===== config.mk =====
export PLATFORM = sky130hd
export DESIGN_NAME = kernel_mac
export DESIGN_NICKNAME = d
export VERILOG_FILES = /design/src/rtl/kernel_mac.sv
export SDC_FILE = /design/constraint.sdc
export NUM_CORES = 1
export LEC_CHECK = 0
export BUFFER_PORTS_ARGS = -buffer_cell sky130_fd_sc_hd__buf_2
export CORE_ASPECT_RATIO = 2
export CORE_MARGIN = 8
export CORE_UTILIZATION = 55
export CTS_CLUSTER_DIAMETER = 40
export CTS_CLUSTER_SIZE = 10
export DETAILED_ROUTE_END_ITERATION = 10
export GPL_TIMING_DRIVEN = 1
export PLACE_DENSITY = 0.79
export SETUP_SLACK_MARGIN = 0.5
export SLEW_MARGIN = 15
export SYNTH_ARGS = -nofsm -noshare
export SYNTH_HDL_FRONTEND = slang
export SYNTH_SLANG_ARGS = --single-unit

===== constraint.sdc =====
create_clock -name clk -period 13.2 [get_ports clk]
set_input_delay 2.64 -clock clk [delete_from_list [all_inputs] [get_ports clk]]
set_output_delay 2.64 -clock clk [all_outputs]
set_load 0.1 [all_outputs]

===== src/rtl/kernel_mac.sv =====
// Sequential SIZE x SIZE multiply-accumulate over a latched kernel and pixel window,
// producing one rounded, saturated result per start with a valid/ready handshake.
module kernel_mac #(
  parameter  int SIZE   = 3,
  parameter  int DATA_W = 8,
  parameter  int COEF_W = 8,
  parameter  int FRAC   = 8,
  localparam int IDX_W  = $clog2(SIZE),
  localparam int ACC_W  = DATA_W + COEF_W + $clog2(SIZE * SIZE)
) (
  input  logic                                  clk,
  input  logic                                  rst,
  input  logic                                  start,
  input  logic                                  abort,
  input  logic [SIZE-1:0][SIZE-1:0][COEF_W-1:0] kernel,
  input  logic [SIZE-1:0][SIZE-1:0][DATA_W-1:0] window,
  output logic                                  busy,
  output logic [IDX_W-1:0]                      cur_x,
  output logic [IDX_W-1:0]                      cur_y,
  output logic [COEF_W-1:0]                     kernel_v,
  output logic [DATA_W-1:0]                     pixel_v,
  output logic                                  out_valid,
  input  logic                                  out_ready,
  output logic [DATA_W-1:0]                     result,
  output logic [ACC_W-1:0]                      acc_raw
);

  typedef enum logic [1:0] {IDLE, RUN, DONE} state_t;

  localparam logic [IDX_W-1:0] LAST    = IDX_W'(SIZE - 1);
  localparam logic [ACC_W:0]   HALF    = (ACC_W + 1)'(1) << (FRAC - 1);
  localparam logic [ACC_W:0]   RES_MAX = {{(ACC_W + 1 - DATA_W){1'b0}}, {DATA_W{1'b1}}};

  state_t                                state;
  logic [SIZE-1:0][SIZE-1:0][COEF_W-1:0] snap_k;
  logic [SIZE-1:0][SIZE-1:0][DATA_W-1:0] snap_w;
  logic [DATA_W+COEF_W-1:0]              prod;
  logic [ACC_W-1:0]                      acc_sum;
  logic [ACC_W:0]                        rounded;
  logic [DATA_W-1:0]                     sat_res;

  // The element under the index comes from the snapshot, never the live inputs.
  assign kernel_v = snap_k[cur_x][cur_y];
  assign pixel_v  = snap_w[cur_x][cur_y];
  assign prod     = {{DATA_W{1'b0}}, kernel_v} * {{COEF_W{1'b0}}, pixel_v};
  assign acc_sum  = acc_raw + {{(ACC_W - DATA_W - COEF_W){1'b0}}, prod};

  // Round half-up from the final sum, then clamp to the output range.
  assign rounded  = ({1'b0, acc_sum} + HALF) >> FRAC;
  assign sat_res  = (rounded > RES_MAX) ? {DATA_W{1'b1}} : rounded[DATA_W-1:0];

  // NOTE: every register here uses <= so all updates see pre-edge values; mixing in
  // blocking assignments would make the result depend on statement order.
  always_ff @(posedge clk) begin
    if (rst) begin
      state     <= IDLE;
      busy      <= 1'b0;
      out_valid <= 1'b0;
      cur_x     <= '0;
      cur_y     <= '0;
      acc_raw   <= '0;
      result    <= '0;
      // NOTE: the snapshot is a small register array, not a RAM, so it can and must be
      // cleared here; a real memory macro would not take a reset.
      snap_k    <= '0;
      snap_w    <= '0;
    end else begin
      case (state)
        IDLE: begin
          if (start) begin
            snap_k  <= kernel;
            snap_w  <= window;
            acc_raw <= '0;
            cur_x   <= '0;
            cur_y   <= '0;
            busy    <= 1'b1;
            state   <= RUN;
          end
        end

        RUN: begin
          if (abort) begin
            acc_raw <= '0;
            cur_x   <= '0;
            cur_y   <= '0;
            busy    <= 1'b0;
            state   <= IDLE;
          end else begin
            acc_raw <= acc_sum;
            if (cur_x == LAST) begin
              cur_x <= '0;
              if (cur_y == LAST) begin
                cur_y     <= '0;
                result    <= sat_res;
                out_valid <= 1'b1;
                state     <= DONE;
              end else begin
                cur_y <= cur_y + IDX_W'(1);
              end
            end else begin
              cur_x <= cur_x + IDX_W'(1);
            end
          end
        end

        DONE: begin
          if (abort) begin
            acc_raw   <= '0;
            out_valid <= 1'b0;
            busy      <= 1'b0;
            state     <= IDLE;
          end else if (out_ready) begin
            out_valid <= 1'b0;
            busy      <= 1'b0;
            state     <= IDLE;
          end
        end

        default: begin
          out_valid <= 1'b0;
          busy      <= 1'b0;
          state     <= IDLE;
        end
      endcase
    end
  end

endmodule


# Word-level counts from Yosys, hierarchy flattened
# Index checks and enable logic that the tools add are counted.
# word_totals
regBits	180
output_inout_bits	50
wordCells	96
# op_classes
n_eq_ne	13
reduce_logical	11
magnitude_cmp	3
n_mux	37
addsub	4
n_bitwise	2
mul	1
# op_table
op	n
$bmux W24 S2	2
$mux W20	3
$pmux W20 S3	1
$mux W24	2
$bmux W8 S2	2
$mux W2	12
$mux W8	3
$add A20 B8 Y21 const B	1
$add A20 B16 Y20	1
$mul A8 B8 Y16	1
$gt A13 B8 Y1 const B	1
$ne A2 B2 Y1 const B	6
$ne A3 B3 Y1 const B	3
$reduce_and A3 Y1	3
$pmux W2 S2	2
$reduce_and A4 Y1	2
$mux W1	7
$eq A2 B2 Y1 const B	3
$lt A2 B3 Y1 const B	2
$pmux W1 S3	2
$pmux W2 S3	1
$reduce_and A5 Y1	1
$add A2 B1 Y2 const B	2
$reduce_and A2 Y1	2
5 further kinds	6

# Longest topological paths before layout
# Gate-level depths: netlist of run 1.
# depth
depth_word	9
ltp_mapped	28

# Worst setup path before layout of run 1
# Ideal clock, no wire load.
# synth_path
path_kind	register to register
start	reg cur_x[0]
end	reg result[2]
setup_ps	91
slack_ps	4354
period_less_slack_ps	8846
t_arrival_ps	8755
n_path_buf	3
path_stages_with_launch	26
t_required_ps	13109
cell_sequence	dfxtp_1 -> clkbuf_1 -> clkbuf_1 -> buf_2 -> mux2i_1 -> o211ai_1 -> o21ai_0 -> o22ai_1 -> nand2_1 -> fa_1 -> inv_1 -> fa_1 -> inv_1 -> fa_1 -> fa_1 -> inv_1 -> ha_1 -> o21a_2 -> a2111o_1 -> o311ai_1 -> ha_1 -> nand4_2 -> or3_4 -> o311ai_4 -> o22ai_4 -> a311oi_1
# synth_between
elab_chain_cells	9
elab_cells_between_ends	15
classes_between	add/sub (2); mul (1); order compare (1); eq/ne (1); mux (9); reduce/logical (1)
# synth_lines
element	line	rtl
start: declaration	18	output logic [IDX_W-1:0] cur_x,
start signal: assignment	101	cur_x <= cur_x + IDX_W'(1);
$bmux W24 S2 *	44	assign pixel_v = snap_w[cur_x][cur_y];
$mux W24 (implied by the code) *	44	
$bmux W8 S2 *	44	
$mux W8 (implied by the code) *	44	
net pixel_v[1]	21	output logic [DATA_W-1:0] pixel_v,
$mul A8 B8 Y16 *	45	assign prod = {{DATA_W{1'b0}}, kernel_v} * {{COEF_W{1'b0}}, pixel_v};
$add A20 B16 Y20 *	46	assign acc_sum = acc_raw + {{(ACC_W - DATA_W - COEF_W){1'b0}}, prod};
$add A20 B8 Y21 *	49	assign rounded = ({1'b0, acc_sum} + HALF) >> FRAC;
$gt A13 B8 Y1	50	assign sat_res = (rounded > RES_MAX) ? {DATA_W{1'b1}} : rounded[DATA_W-1:0];
$mux W8 *	50	
end signal: assignment	94	result <= sat_res;
end: declaration	24	output logic [DATA_W-1:0] result,
# Mark *: on every way through the listed nets, which the timed path passes. The rest lies on a longest branch. The select of a mux whose other input is x is not followed.
# A chain may end at the register's enable or synchronous reset.

# Worst setup path in the final report of run 1
# layout_path
start	reg cur_x[0]
end	reg result[4]
# layout_between
elab_chain_cells	9
elab_cells_between_ends	15
classes_between	add/sub (2); mul (1); order compare (1); eq/ne (1); mux (9); reduce/logical (1)
# layout_lines
element	line
$bmux W24 S2 (on tied branches)	43, 44
$mux W24 (on tied branches)	43, 44
$bmux W8 S2 (on tied branches)	43, 44
$mux W8 (on tied branches)	43, 44
$mul A8 B8 Y16	45
$add A20 B16 Y20	46
$add A20 B8 Y21	49
$gt A13 B8 Y1	50
$mux W8	50
# Several ways; a longest one is shown, not always the timed one. The select of a mux whose other input is x is not followed.

==> results of run 1 <==
[flip-flops by register name, indices dropped and copies added, names as in the netlist]
name       count
out_valid      1
busy           1
state          2
snap_k        72
cur_x          2
result         8
acc_raw       20
snap_w        72
cur_y          2
[path summary, 6_finish.rpt]
check        slack [ns]   endpoint  cells past startpoint
max                5.23  result[4]                     24
min                0.46  snap_w[2]                      2
max reg2reg        5.23  result[4]                     24
min reg2reg        0.46  snap_w[2]                      2
[kinds of logic after synthesis]
kind of cell    Yosys count  synth area share
simple gates            528             0.199
compound gates          343             0.195
buf+inv                 209            0.0745
xor+xnor                 14            0.0120
flops                   180             0.332
fa+ha+maj                92             0.141
mux                      51            0.0471
[worst reg2reg max path, stage by stage, from the launching register on]
cell and delay, ns:
dfxtp_4 0.59, buf_4 0.71, mux2i_1 0.29, nor2_1 0.05, a21oi_1 0.26, a211oi_1 0.12
a21oi_1 0.61, inv_1 0.18, nand2_1 0.12, fa_1 0.45, fa_1 0.55, inv_1 0.06
fa_1 0.54, inv_1 0.06, fa_1 0.53, inv_1 0.04, ha_1 0.39, a21oi_1 0.34
o211ai_1 0.25, o211ai_1 0.25, or3b_4 0.45, nor4_1 0.38, a22oi_1 0.21, o22ai_4 0.24
a41oi_1 0.16
[placed cells by master, fill, tap and decap left out, drive strengths merged, types with 4 or more instances in the layout]
cell    synthesis  routed
xor2            5       5
dfxtp         180     180
buf            14     205
nor2          108     108
clkinv          0       5
o21ai          35      35
o21a            7       7
nor3           14      14
a211oi         18      18
inv           118     123
fa             50      50
xnor2           9       9
or2             4       4
nand2         361     361
o21bai          7       7
or3             4       4
nor2b           9       9
nor3b           4       4
clkbuf         77      17
a22oi          18      18
a31oi           4       4
mux2i          50      50
o22ai          20      20
a21o            7       7
a21oi         189     189
o221ai         10      10
ha             42      42
nor4            4       4
nand3           6       6
o211ai          7       7
[power by group through the flow]
stage,Combinational (uW),Sequential (uW),Clock (uW)
detailed placement,227,601,0
floorplan,159,602,0
global placement,222,600,0
CTS,228,589,541
global route,251,592,564
finish,229,589,535
[per-stage QoR]
stage / std cells / total power [uW] / setup WS, ns
finish: 1825 / 1350 / 5.23
global route: 1825 / 1410 / 4.81
CTS: 1825 / 1360 / 5.33
detailed placement: 1793 / 828 / 5.37
global placement: 1793 / 822 / 5.50
floorplan: 1417 / 761 / 4.35
[area by class of cell]
class | count | area, sq um | area share
repair buffers | 205 | 1050 | 0.0836
well taps | 262 | 328 | 0.0262
inverters | 118 | 443 | 0.0354
clock inverters | 15 | 194 | 0.0155
clock buffers | 17 | 425 | 0.0340
flip-flops and latches | 180 | 3610 | 0.288
multi-input cells | 1028 | 6470 | 0.517
[per-layer routing]
layer  vias to the layer above  global-route usage
li1                       4956                   -
met1                      4705               0.318
met2                       391               0.390
met3                        70              0.0556
met4                         0               0.101
met5                         -                   0
==> results.cfg, run 1 <==
[status]
status = complete, no violations

[yosys]
synth_top_area_share = 0.332
synth_seq_cells = 180
yosysWarnings = 0
syn_nets = 1658
yosysMostFrequentCell = nand2_1
ys_seq_area_frac = 0.332
syn-mean-instance-area_sq_um = 7.66
yosysTopAreaCell = dfxtp_1
synth-edff-count = 0
synthTopCellsByCount = 361 x nand2_1, 188 x a21oi_1, 180 x dfxtp_1
post_synth_instance_area_sq_um = 10900
dominantRegCellSynth = dfxtp_1
synth_cell_types = 68
async_reset_ff_frac = 0
synthTopCellsByArea = dfxtp_1 33%, nand2_1 12%, fa_1 9.2%
syn_inst = 1417

[power_and_ir_drop]
p_switching_uw = 422
comb_power_share = 0.169
pwr-share-clk = 0.395
pwr-share-seq = 0.435
internal_power_uw = 932
leakagePower_uw = 0.00561
swShare = 0.312
p_per_area_nw_per_um2 = 108
ir_drop_mv = 0.0983

[cts]
post_cts_resize_count = 0
cts_root_buf = clkbuf_16
cts_setup_buffers = 0
cts_max_path_buffers = 2
clk_latency_ns = 0.45
numCtsBuffers = 17
htreeDepth = 4
hold_buffers = 0
cts_tree = yes
cts_num_sinks = 180
path_clk_slew_ns = 0.08

[critical_path]
rr_startpoint = cur_x[0]
critPathTopFamily = adder cells
arrival_ns = 8.28
start_kind = flip-flop
worst-setup-path-type = flip-flop to flip-flop
cp-end-kind = flip-flop
crit_start = cur_x[0]
crit_required_ns = 13.51
slowest_delay_ns = 0.70
path_max_fanout = 55
cp_cell_sequence = buf_4 -> mux2i_1 -> nor2_1 -> a21oi_1 -> a211oi_1 -> a21oi_1 -> inv_1 -> nand2_1 -> fa_1 -> fa_1 -> inv_1 -> fa_1 -> inv_1 -> fa_1 -> inv_1 -> ha_1 -> a21oi_1 -> o211ai_1 -> o211ai_1 -> or3b_4 -> nor4_1 -> a22oi_1 -> o22ai_4 -> a41oi_1
path_buf_inv = 5
cpMaxStageDelayCell = buf_4

[drt]
routed-wl-met3_um = 2360
m1WireLength_um = 12900
wl_per_cell_um = 16.9
dr.first_iter.drc_count = 790
viasPerCell = 5.55
top_layer_used = met4
vias = 10100
dr.pass1.iters = 5
wl_met2_um = 14500
antenna_left = 0
drc = 0
wirelength_um = 30800

[die]
rows = 73
design.die.area_sq_um = 24800
die_w_um = 115
die_h_um = 215
initial_core_util = 0.553
ioPinCount = 199
core_sq_um = 19600

[placed_design]
io_buffers = 198
dp_hpwl_um = 22300
dpl_cell_area_sq_um = 11900
place.gp.congestion = 0.872

[final_layout]
fin_area_sq_um = 12500
n_antenna_cell = 0
area_growth_pct = 15.2
post-route-util = 0.637
final_nets = 1791
drive_gt1_frac = 0.170
fillCellCount = 1744

[hold_path]
holdCritStartpoint = snap_w[2]
hold_class = flip-flop to flip-flop

[sta]
maxSlewViolCount = 0
hold_ws_ns = 0.456
setup_viol_count_final = 0
relSlewSlack = 0.225
tightest_slew_ns = 1.16
period_needed_ns = 7.97
fin_skew_ns = 0.00957
finalHoldViolCount = 0
rsz0062_at_grt = false
fin_crit_sh = 0.603
fmax_mhz = 126
setup_tns_ns = 0

[global_route]
grt_pass1_vias = 9997
grt_max_degree = 100
grt_usage = 0.248
grt_pass1_wl_um = 49600
grt.overflow.total = 0
antenna_found_initial = 0

[job]
cap_violations = 0
Note: power is estimated with default switching activity, not from simulation.
==> inputs of run 2 (changes only) <==
--- a/config.mk
+++ b/config.mk
@@ -8,12 +8,12 @@
 export BUFFER_PORTS_ARGS = -buffer_cell sky130_fd_sc_hd__buf_2
 export CORE_ASPECT_RATIO = 2
 export CORE_MARGIN = 8
-export CORE_UTILIZATION = 55
+export CORE_UTILIZATION = 51
 export CTS_CLUSTER_DIAMETER = 40
 export CTS_CLUSTER_SIZE = 10
 export DETAILED_ROUTE_END_ITERATION = 10
 export GPL_TIMING_DRIVEN = 1
-export PLACE_DENSITY = 0.79
+export PLACE_DENSITY = 0.77
 export SETUP_SLACK_MARGIN = 0.5
 export SLEW_MARGIN = 15
 export SYNTH_ARGS = -nofsm -noshare
==> constraint.sdc (replaced) <==
create_clock -name clk -period 6.7 [get_ports clk]
set_input_delay 1.34 -clock clk [delete_from_list [all_inputs] [get_ports clk]]
set_output_delay 1.34 -clock clk [all_outputs]
set_load 0.1 [all_outputs]
==> run 2 against run 1 <==
  * Combinational power rose by 140%
  * Via count rose by 3.8%
  * Flip-flop and latch count did not move
  * Clock-buffer cell count rose by 4
  * Critical path depth rose by 4
  * Critical endpoint is now result[5]
  * Utilization rose by 2.4 points
  * Largest power group unchanged
  * Setup slack got worse by 4.9 ns
  * Clock power rose by 80%
  * Total power rose by 97%
  * Final cell count rose by 4.5%
  * Clock skew fell by 0.0024 ns
==> results.cfg, run 2 (synthesis gave the netlist of run 1 again) <==
[sta]
relSlewSlack = 0.274
finalHoldViolCount = 0
period_needed_ns = 6.36
fin_crit_sh = 0.949
setup_viol_count_final = 0
fin_skew_ns = 0.00721
hold_ws_ns = 0.455
maxSlewViolCount = 0
rsz0062_at_grt = true
setup_tns_ns = 0
tightest_slew_ns = 1.09
fmax_mhz = 157

[global_route]
antenna_found_initial = 0
grt_pass1_vias = 10900
grt_usage = 0.248
grt_max_degree = 181
grt_pass1_wl_um = 52800
grt.overflow.total = 0

[critical_path]
worst-setup-path-type = flip-flop to flip-flop
rr_endpoint = result[5]
cpMaxStageDelayCell = fa_2
cpMostUsedCell = fa_1
worst-r2r-cell-count = 28
arrival_ns = 6.71
slowest_delay_ns = 0.53
path_max_fanout = 8
crit_required_ns = 7.05
rr_startpoint = cur_x[0]
cp-end-kind = flip-flop
r2r_slack_ns = 0.34
start_kind = flip-flop

[die]
die_h_um = 222
initial_core_util = 0.519
ioPinCount = 199
design.die.area_sq_um = 26500
core_sq_um = 20900
die_w_um = 119
rows = 75

[hold_path]
holdCritStartpoint = snap_w[23]
hold_class = flip-flop to flip-flop
hold_end = snap_w[23]
hold_depth = 2

[drt]
dr.pass1.iters = 7
drc = 0
viasPerCell = 5.50
dr.first_iter.drc_count = 628
wirelength_um = 33500
wl_per_cell_um = 17.5
antenna_left = 0
vias = 10500

[final_layout]
top_regs = snap_k (72), snap_w (72), acc_raw (20)
n_antenna_cell = 0
post-route-util = 0.662
final_nets = 1868
drive_gt1_frac = 0.273
area_growth_pct = 27.5
layout_common_cells = 354 x nand2_1, 197 x buf_2, 176 x dfxtp_1
layout_commonest_cell = nand2_1

[placed_design]
place.gp.congestion = 0.974
dp_hpwl_um = 24700
io_buffers = 198

[cts]
cts_max_path_buffers = 2
clk_latency_ns = 0.44
path_clk_slew_ns = 0.07
numCtsBuffers = 17
cts_num_sinks = 180
cts_tree = yes
htreeDepth = 4
cts_root_buf = clkbuf_16
hold_buffers = 0

[power_and_ir_drop]
comb_power_share = 0.204
ir_drop_mv = 0.189
pwr-share-clk = 0.360
p_per_area_nw_per_um2 = 193
pwr-share-seq = 0.436
p_switching_uw = 826
internal_power_uw = 1840
leakagePower_uw = 0.00608
swShare = 0.309

[job]
cap_violations = 0

[status]
status = complete, no violations
[run 2: changes by cell type in the layout (fill, tap and decap cells not counted), moves of 8 or more]
cell,before,now
o21ai_0,33,22
mux2i_1,50,41
a21oi_2,1,13
a21oi_1,188,171
a211oi_1,16,3
inv_1,118,106
a211oi_2,0,12
buf_4,8,64
ha_1,42,32
buf_6,0,9
buf_12,0,8
[run 2: worst max path at each step]
| stage | cells past startpoint | startpoint | to |
|---|---|---|---|
| 2_1_floorplan | 25 | cur_x[0] | result[5] |
| 3_3_place_gp | 25 | cur_x[0] | result[5] |
| 3_5_place_dp | 23 | cur_x[0] | result[5] |
| 4_1_cts | 27 | cur_x[0] | result[5] |
| 5_1_grt | 26 | cur_x[0] | result[5] |
| 6_report | 28 | cur_x[0] | result[5] |
[run 2: cell type report]
class                           count  area [sq um]
Fill cell                        1768          7080
Multi-Input combinational cell   1028          7050
Sequential cell                   180          3620
Timing Repair Buffer              282          1820
Clock buffer                       21           480
Inverter                          118           477
Tap cell                          269           337
Clock inverter                     10          71.3
[run 2: per-layer routing]
metal  up-vias  wire [um]  share of wire  GRT usage
met5         -          0              0          0
met4         0       1700          0.051      0.150
met3        93       1210          0.036     0.0376
met2       310      18500           0.55      0.470
met1      4981      12000           0.36      0.244
li1       5118          -              -          -
[run 2: power by group through the flow]
stage	combinational, uW	clock, uW	sequential (uW)
floorplan	325	0	1180
global placement	473	0	1180
detailed placement	482	0	1190
CTS	529	965	1160
global route	596	1010	1170
finish	546	961	1160
[run 2: worst max-delay path, delay by kind of cell, from the launching register on]
kind	cells	cell delay (ns)
AO/OA/AOI/OAI	10	1.87
adder cells (fa/ha/maj)	5	2.27
buffers and inverters	9	0.98
flip-flops	1	0.43
multiplexers	2	0.56
AND/OR/NAND/NOR	2	0.11
[run 2: what timing repair did]
item | in CTS | in global routing
cloned | 1 | 1
setup buffers | 33 | 9
pin swaps | 38 | 40
hold endpoints to repair | 0 | 0
setup endpoints to repair | 10 | 8
gates resized for setup | 76 | 47
[run 2: metrics by stage]
stage	setup slack (ns)	cell area [sq um]	power, uW	std cells
6_report	0.342	13800	2670	1908
5_1_grt	0.172	13800	2780	1908
4_1_cts	0.405	13500	2650	1898
3_5_place_dp	-0.132	12400	1670	1833
3_3_place_gp	0.0622	12400	1660	1833
2_1_floorplan	-0.183	11000	1510	1417
